`config.mk`:
```
export PLATFORM = sky130hd
export DESIGN_NAME = mpa_debug_sequencer
export DESIGN_NICKNAME = d
export VERILOG_FILES = /design/src/rtl/mpa_debug_sequencer.sv
export SDC_FILE = /design/constraint.sdc
export NUM_CORES = 1
export LEC_CHECK = 0
export CORE_MARGIN = 1.5
export CORE_UTILIZATION = 50
export DETAILED_ROUTE_END_ITERATION = 16
export MAX_ROUTING_LAYER = met4
export PLACE_DENSITY_LB_ADDON = 0.1
export SLEW_MARGIN = 20
export SYNTH_ARGS = -nofsm -noshare
export SYNTH_HDL_FRONTEND = slang
export SYNTH_SLANG_ARGS = --single-unit
```
`constraint.sdc`:
```
create_clock -name CLK -period 4.8 [get_ports CLK]
set_clock_uncertainty 0.05 [all_clocks]
set_input_delay 0.96 -clock CLK [delete_from_list [all_inputs] [get_ports CLK]]
set_output_delay 0.96 -clock CLK [all_outputs]
set_load 0.005 [all_outputs]
```
`src/rtl/mpa_debug_sequencer.sv`:
```
`default_nettype none
// ============================================================================
// mpa_debug_sequencer : command-driven burst read/write/run engine for the
//                       mpa_mips_32 debug port.   Rev 1.0
// ============================================================================
module mpa_debug_sequencer #(
  parameter int DATA_WIDTH    = 32,
  parameter int ADDRESS_WIDTH = 32,
  parameter int IM_CAPACITY   = 32,
  parameter int DM_CAPACITY   = 32,
  parameter int MR_CAPACITY   = 32,
  parameter int LEN_WIDTH     = 16
) (
  input  logic                     CLK,
  input  logic                     HW_RSTn,
  input  logic                     cmd_valid,
  output logic                     cmd_ready,
  input  logic [1:0]               cmd_op,
  input  logic [1:0]               cmd_target,
  input  logic [ADDRESS_WIDTH-1:0] cmd_base,
  input  logic [LEN_WIDTH-1:0]     cmd_len,
  input  logic [DATA_WIDTH-1:0]    wr_data,
  input  logic                     wr_valid,
  output logic                     wr_ready,
  output logic [DATA_WIDTH-1:0]    rd_data,
  output logic                     rd_valid,
  input  logic                     rd_ready,
  output logic                     done,
  output logic                     err,
  output logic                     dbg_mem_debug,
  output logic [1:0]               dbg_func,
  output logic                     dbg_we,
  output logic                     dbg_re,
  output logic [ADDRESS_WIDTH-1:0] dbg_addr,
  output logic [DATA_WIDTH-1:0]    dbg_din,
  input  logic [DATA_WIDTH-1:0]    dbg_dout
);

  localparam int SUM_W = ADDRESS_WIDTH + LEN_WIDTH + 1;

  localparam logic [2:0] S_IDLE    = 3'd0;
  localparam logic [2:0] S_RUN     = 3'd1;
  localparam logic [2:0] S_WR      = 3'd2;
  localparam logic [2:0] S_RD_REQ  = 3'd3;
  localparam logic [2:0] S_RD_WAIT = 3'd4;
  localparam logic [2:0] S_RD_HOLD = 3'd5;
  localparam logic [2:0] S_DONE    = 3'd6;
  localparam logic [2:0] S_ERR     = 3'd7;

  localparam logic [1:0] OP_RUN   = 2'd0;
  localparam logic [1:0] OP_WRITE = 2'd1;
  localparam logic [1:0] OP_READ  = 2'd2;
  localparam logic [1:0] OP_RSVD  = 2'd3;

  logic [2:0]               r_state;
  logic [1:0]               r_target;
  logic [ADDRESS_WIDTH-1:0] r_index;
  logic [LEN_WIDTH-1:0]     r_remain;
  logic [DATA_WIDTH-1:0]    r_rd_data;
  logic                     r_rd_valid;
  logic                     r_done;
  logic                     r_err;
  logic                     r_mem_debug;
  logic [1:0]               r_func;
  logic                     r_we;
  logic                     r_re;
  logic [ADDRESS_WIDTH-1:0] r_addr;
  logic [DATA_WIDTH-1:0]    r_din;

  logic [SUM_W-1:0]         w_end;
  logic [SUM_W-1:0]         w_cap;
  logic                     w_cmd_bad;
  logic                     w_wr_fire;
  logic [ADDRESS_WIDTH-1:0] w_next_index;

  // IM/DM are byte addressed on the port, the register file is word addressed
  function automatic logic [ADDRESS_WIDTH-1:0] f_port_addr(
    input logic [1:0]               tgt,
    input logic [ADDRESS_WIDTH-1:0] idx
  );
    return (tgt == 2'd3) ? idx : (idx << 2);
  endfunction

  // Wide enough that base+len can never wrap before the capacity compare
  assign w_end = SUM_W'(cmd_base) + SUM_W'(cmd_len);

  always_comb begin
    w_cap = '0;
    case (cmd_target)
      2'd1:    w_cap = SUM_W'(IM_CAPACITY);
      2'd2:    w_cap = SUM_W'(DM_CAPACITY);
      2'd3:    w_cap = SUM_W'(MR_CAPACITY);
      default: w_cap = '0;
    endcase
  end

  assign w_cmd_bad = (cmd_op == OP_RSVD) ||
                     ((cmd_op != OP_RUN) && ((cmd_target == 2'd0) || (w_end > w_cap)));

  assign cmd_ready    = (r_state == S_IDLE);
  assign wr_ready     = (r_state == S_WR) && (r_remain != '0);
  assign w_wr_fire    = wr_valid && wr_ready;
  assign w_next_index = r_index + 1'b1;

  always_ff @(posedge CLK) begin
    if (!HW_RSTn) begin
      r_state     <= S_IDLE;
      r_target    <= 2'd0;
      r_index     <= '0;
      r_remain    <= '0;
      r_rd_data   <= '0;
      r_rd_valid  <= 1'b0;
      r_done      <= 1'b0;
      r_err       <= 1'b0;
      r_mem_debug <= 1'b1;
      r_func      <= 2'd0;
      r_we        <= 1'b0;
      r_re        <= 1'b0;
      r_addr      <= '0;
      r_din       <= '0;
    end else begin
      r_done <= 1'b0;
      r_err  <= 1'b0;
      case (r_state)
        S_IDLE: begin
          if (cmd_valid) begin
            r_target <= cmd_target;
            r_index  <= cmd_base;
            r_remain <= cmd_len;
            if (w_cmd_bad) begin
              r_state <= S_ERR;
              r_err   <= 1'b1;
            end else if (cmd_len == '0) begin
              r_state <= S_DONE;
              r_done  <= 1'b1;
            end else if (cmd_op == OP_RUN) begin
              r_state     <= S_RUN;
              r_mem_debug <= 1'b0;
              r_func      <= 2'd0;
            end else if (cmd_op == OP_WRITE) begin
              r_state <= S_WR;
              r_func  <= cmd_target;
            end else begin
              r_state <= S_RD_REQ;
              r_func  <= cmd_target;
              r_re    <= 1'b1;
              r_addr  <= f_port_addr(cmd_target, cmd_base);
            end
          end
        end
        S_RUN: begin
          if (r_remain == LEN_WIDTH'(1)) begin
            r_mem_debug <= 1'b1;
            r_state     <= S_DONE;
            r_done      <= 1'b1;
          end else begin
            r_remain <= r_remain - 1'b1;
          end
        end
        S_WR: begin
          r_we <= w_wr_fire;
          if (w_wr_fire) begin
            r_addr   <= f_port_addr(r_target, r_index);
            r_din    <= wr_data;
            r_index  <= w_next_index;
            r_remain <= r_remain - 1'b1;
          end
          // One drain cycle after the last handshake lets its strobe land before done
          if (r_remain == '0) begin
            r_state <= S_DONE;
            r_done  <= 1'b1;
          end
        end
        S_RD_REQ: begin
          r_re    <= 1'b0;
          r_state <= S_RD_WAIT;
        end
        S_RD_WAIT: begin
          r_rd_data  <= dbg_dout;
          r_rd_valid <= 1'b1;
          r_state    <= S_RD_HOLD;
        end
        S_RD_HOLD: begin
          if (rd_ready) begin
            r_rd_valid <= 1'b0;
            r_index    <= w_next_index;
            r_remain   <= r_remain - 1'b1;
            if (r_remain == LEN_WIDTH'(1)) begin
              r_state <= S_DONE;
              r_done  <= 1'b1;
            end else begin
              r_state <= S_RD_REQ;
              r_re    <= 1'b1;
              r_addr  <= f_port_addr(r_target, w_next_index);
            end
          end
        end
        S_DONE, S_ERR: begin
          r_func  <= 2'd0;
          r_we    <= 1'b0;
          r_re    <= 1'b0;
          r_state <= S_IDLE;
        end
        default: r_state <= S_IDLE;
      endcase
    end
  end

  assign rd_data       = r_rd_data;
  assign rd_valid      = r_rd_valid;
  assign done          = r_done;
  assign err           = r_err;
  assign dbg_mem_debug = r_mem_debug;
  assign dbg_func      = r_func;
  assign dbg_we        = r_we;
  assign dbg_re        = r_re;
  assign dbg_addr      = r_addr;
  assign dbg_din       = r_din;

endmodule
`default_nettype wire

```
Word-level counts from Yosys, hierarchy flattened
Cells that the tools add are included.
{"block": "totals", "ff_bits": 157, "elab_cells": 139, "in_bits": 121, "out_inout_bits": 106}
{"block": "op_classes", "mux": 62, "n_addsub": 3, "n_eq_ne": 26, "order_cmp": 1, "n_reduce_logical": 33}
{"op": "2-to-1 mux 32 bit", "n": 14}
{"op": "one-hot mux 32 bit (3 select lines)", "n": 2}
{"op": "2-to-1 mux 16 bit", "n": 4}
{"op": "one-hot mux 16 bit (4 select lines)", "n": 1}
{"op": "greater-than comparator 33 x 49 -> 1 bit", "n": 1}
{"op": "adder 32 x 16 -> 33 bit", "n": 1}
{"op": "adder 32 x 1 -> 32 bit (second input constant)", "n": 1}
{"op": "logical NOT 16 bit", "n": 2}
{"op": "2-to-1 mux 1 bit", "n": 21}
{"op": "2-to-1 mux 3 bit", "n": 7}
{"op": "one-hot mux 3 bit (7 select lines)", "n": 1}
{"op": "inequality test 2 bit (second input constant)", "n": 10}
{"op": "equality test 16 x 1 -> 1 bit (second input constant)", "n": 1}
{"op": "nonzero test 16 bit", "n": 1}
{"op": "subtractor 16 x 1 -> 16 bit (second input constant)", "n": 1}
{"op": "equality test 3 bit (second input constant)", "n": 4}
{"op": "AND reduction 4 bit", "n": 3}
{"op": "2-to-1 mux 2 bit", "n": 5}
{"op": "nonzero test 2 bit", "n": 5}
{"op": "AND reduction 9 bit", "n": 1}
{"op": "equality test 2 bit (second input constant)", "n": 4}
{"op": "AND reduction 8 bit", "n": 1}
{"op": "equality test 3 x 2 -> 1 bit (second input constant)", "n": 2}
{"op": "2-to-1 mux 6 bit", "n": 1}
{"op": "19 further kinds", "n": 31}

Logic depth before layout (Yosys ltp)
{"block": "logic_depth", "ltp_word": 10, "mapped_depth": 14, "ltp_nobuf": 12}

Worst setup path after synthesis
No wires, ideal clock.
{"block": "synth_timing", "path_kind": "input -> register", "startpoint": "input port cmd_base[0]", "endpoint": "register r_addr[10] (netlist: dbg_addr[10])", "arrival_ns": 4.063, "required_time_ns": 4.604, "setup_time_ns": 0.146, "path_stages": 14, "path_buffers": 2, "slack_ns": 0.541, "path_cell_list": "ha_1 > fa_1 > a211oi_2 > o21a_1 > o21ai_2 > a2111o_1 > a211oi_1 > nand4_1 > or4_1 > buf_2 > o21a_4 > nor2_8 > buf_12 > a211oi_2"}
{"block": "synth_via", "elab_chain_len": 7}
{"element": "from (decl)", "line": "20", "text": "input logic [ADDRESS_WIDTH-1:0] cmd_base,"}
{"element": "adder 32 x 16 -> 33 bit", "line": "85", "text": "assign w_end = SUM_W'(cmd_base) + SUM_W'(cmd_len);"}
{"element": "greater-than comparator 33 x 49 -> 1 bit", "line": "98", "text": "((cmd_op != OP_RUN) && ((cmd_target == 2'd0) || (w_end > w_cap)));"}
{"element": "logical OR 1 bit", "line": "98"}
{"element": "logical AND 1 bit", "line": "98"}
{"element": "logical OR 1 bit", "line": "97", "text": "assign w_cmd_bad = (cmd_op == OP_RSVD) ||"}
{"element": "inequality test 2 bit (no line)"}
{"element": "AND reduction 9 bit (no line)"}
{"element": "to (signal assigned)", "line": "147", "text": "r_addr <= f_port_addr(cmd_target, cmd_base);"}
{"element": "to (signal assigned)", "line": "163", "text": "r_addr <= f_port_addr(r_target, r_index);"}
{"element": "to (signal assigned)", "line": "194", "text": "r_addr <= f_port_addr(r_target, w_next_index);"}
{"element": "to (decl)", "line": "67", "text": "logic [ADDRESS_WIDTH-1:0] r_addr;"}
Every way passes these cells.
A chain may end at the register's enable or synchronous reset.

Final worst setup path
{"block": "layout_timing", "startpoint": "input port cmd_len[0]", "endpoint": "register r_addr[1] (netlist: dbg_addr[1])"}
{"block": "layout_via", "elab_chain_len": 7, "word_cells_on_any_way": 9, "classes_between": "add/sub: 1; order compare: 1; eq/ne: 2; reduce/logical: 5"}
{"element": "from (decl)", "line": "21", "text": "input logic [LEN_WIDTH-1:0] cmd_len,"}
{"element": "adder 32 x 16 -> 33 bit", "line": "85"}
{"element": "greater-than comparator 33 x 49 -> 1 bit", "line": "98"}
{"element": "logical OR 1 bit", "line": "98"}
{"element": "logical AND 1 bit", "line": "98"}
{"element": "logical OR 1 bit", "line": "97"}
{"element": "inequality test 2 bit (no line)"}
{"element": "AND reduction 9 bit (no line) (*)"}
Mark *: on every way between the ends. The rest lies on a longest branch, timed or not.

==> metrics.txt <==
outcome=finished clean; Final WS setup=331 ps; first-pass GRT wire length=56700 um; endpoint class of the critical path=flop; Synth area leader=dfxtp_1; Worst-path clk slew=70 ps; Arr. time, crit path=4710 ps; Clock Latency Late Sink=440 ps; drt drc=0; antenna violations before repair=0; clock root buffer=clkbuf_16; TritonCTS Sinks=157; Pwr Density=522 mW/mm^2; leakage=5.21 nW; Slew Viols, Final=0; global-route usage over all layers=32.3%; Syn Inst Count=1505; Int Pwr=4.00 mW; Min-Delay Path Class=reg2reg; vias in the first global route=11000; placed inst area=0.0136 sq mm; asr flop ratio synth=0%; Die Footprint=0.0226 sq mm; CP max-delay cell=clkdlybuf4s50_1; RePlAce Congestion=0.961; Yosys reg bits=157; Post-synth EDFFs=0; Tmin final=4470 ps; Final setup viols=0; Area Overhead vs Synth=31.0%; clk buf depth=2; row count=53; sw power=3.42 mW; Bufs and invs on worst path=3; most frequent cell after synthesis=nand2_1; crit-path cells=clkdlybuf4s50_1, ha_1, fa_1, a211oi_2, o21a_1, o21ai_2, a2111o_1, a211oi_1, nand4_1, or4_1, buf_4, o21a_4, nor2_8, buf_12, a211oi_1; Logic pwr share=52.6%; CP max stage delay=460 ps; DR WL/cell=18.4 um; Via density=6.13; maxcap violations=0; Nets=1842; CTS Hold Bufs=0; Port Buffers=226; Slew Limit Headroom=31.4%; commonest cells in the netlist=nand2_1, a21oi_1, dfxtp_1; final wirelength=36700 um; Core ar.=0.0212 sq mm; First-pass DRT Iterations=6; Final Hold Fails=0; htree depth=4; routed via count=12200; Inserted Diodes=0; Post-DP HPWL=26300 um; cell area after synthesis=0.0109 sq mm; Synth warnings=0; IO Pins=227; finished layout cell area=0.0142 sq mm; Synth top area share=28.9%; total CTS buffers=17; CP Data Required Time=5040 ps; Main synth FF type=dfxtp_1; Starting Density=51.3%; power share of the clock group=18.9%; Die Span X=150 um; crit path kind=in2reg; largest net degree at the start of global routing=87; layout cells sized above 1=10.1%; Worst Tran Pin Value=1030 ps; GR Overflow Total=0; post-synth cell types=83; post-CTS setup repair buffer count=0; largest delay contributor family on the critical path=compound AO/OA/AOI/OAI gates; CTS tree=done; final period utilization=93.1%; die height=150 um; sequential area share after synthesis=28.9%; Max VDD drop=0.000324 V; cell mode on critical path=a211oi_1; syn avg cell area=7.22 sq um; Hold WS=404 ps; # fillers=1829; RSZ-0062 raised after global routing=false; Startpoint Class=input port; final core occ=67.2%; cts repair resizes=0; pre-CTS WS=-74.2 ps; antenna viol nets, final=0; Crit Path Max Fanout=13; Net Count, Synth=1647; dominant cells by area after synthesis=dfxtp_1, a21oi_1, nand2_1; sw frac=46.1%; FMAX=0.224 GHz; Initial DRC Count=1153; Flop pwr share=28.5%
==> kinds of logic (layout without fill, tap and decap cells) <==
logic type | count (synthesis) | after routing | share of synthesized area [%]
compound gates | 524 | 524 | 30.8
buf+inv | 161 | 369 | 6.48
xor+xnor | 35 | 35 | 2.82
simple gates | 548 | 548 | 23.1
fa+ha+maj | 21 | 21 | 2.49
flops | 157 | 157 | 28.9
mux | 59 | 59 | 5.45
==> per-layer routing <==
metal / part of all wire, % / track usage, % / wire, um
met5: 0 / - / 0
met4: 2.8 / 10.9 / 1010
met3: 9.1 / 5.94 / 3330
met2: 46 / 50.4 / 16900
met1: 42 / 42.0 / 15400
==> power by group through the flow <==
stage / clock network (mW) / logic (mW) / registers (mW)
3_3_place_gp: 0 / 3.74 / 2.11
3_5_place_dp: 0 / 3.81 / 2.13
5_1_grt: 1.47 / 4.28 / 2.17
2_1_floorplan: 0 / 2.82 / 1.89
6_report: 1.40 / 3.91 / 2.12
4_1_cts: 1.42 / 3.85 / 2.10
==> layout make-up <==
class	instances	area, sq um	area share [%]
Tap cell	275	344	2.42
Multi-Input combinational cell	1187	7050	49.5
Clock buffer	17	425	2.99
Clock inverter	15	186	1.31
Timing Repair Buffer	311	2960	20.8
Sequential cell	157	3140	22.1
Inverter	26	114	0.801
==> through the flow <==
stage               TNS [ps]  power [mW]  instances
detailed placement     -1740        5.94       1956
CTS                        0        7.37       1988
global route               0        7.93       1988
global placement        -719        5.86       1956
finish                     0        7.43       1988
floorplan                  0        4.71       1505
==> flip-flops by register name (all words and copies together), names as in the netlist <==
signal         cells
r_target           2
r_remain          16
dbg_addr          32
dbg_mem_debug      1
done               1
r_state            3
err                1
dbg_re             1
dbg_din           32
rd_data           32
dbg_func           2
rd_valid           1
r_index           32
dbg_we             1
==> worst min-delay path: stages (launching register included) <==
cell and delay [ps]:
dfxtp_1 310, nand2_1 50, a21oi_1 50
==> layout by cell type (no fill, tap or decap), types with 17 or more instances in the layout <==
master	instances
a211oi_1	22
a211oi_2	25
a21oi_1	224
a31oi_1	17
buf_4	80
clkbuf_16	17
clkdlybuf4s50_1	226
dfxtp_1	157
ha_1	20
inv_1	24
mux2i_1	58
nand2_1	255
nand3_1	28
nand4_1	22
nor2_1	113
nor3_1	37
o211ai_1	18
o21ai_0	82
o22ai_1	33
xnor2_1	19
==> worst paths after layout <==
check | start | slack (ps) | cells after the start | to
max reg2reg | r_index[0] | 1100 | 10 | dbg_addr[30]
max | cmd_len[0] | 330 | 15 | dbg_addr[1]
min reg2reg | dbg_din[12] | 400 | 2 | dbg_din[12]
min | dbg_din[12] | 400 | 2 | dbg_din[12]
(Power assumes the default switching activity.)
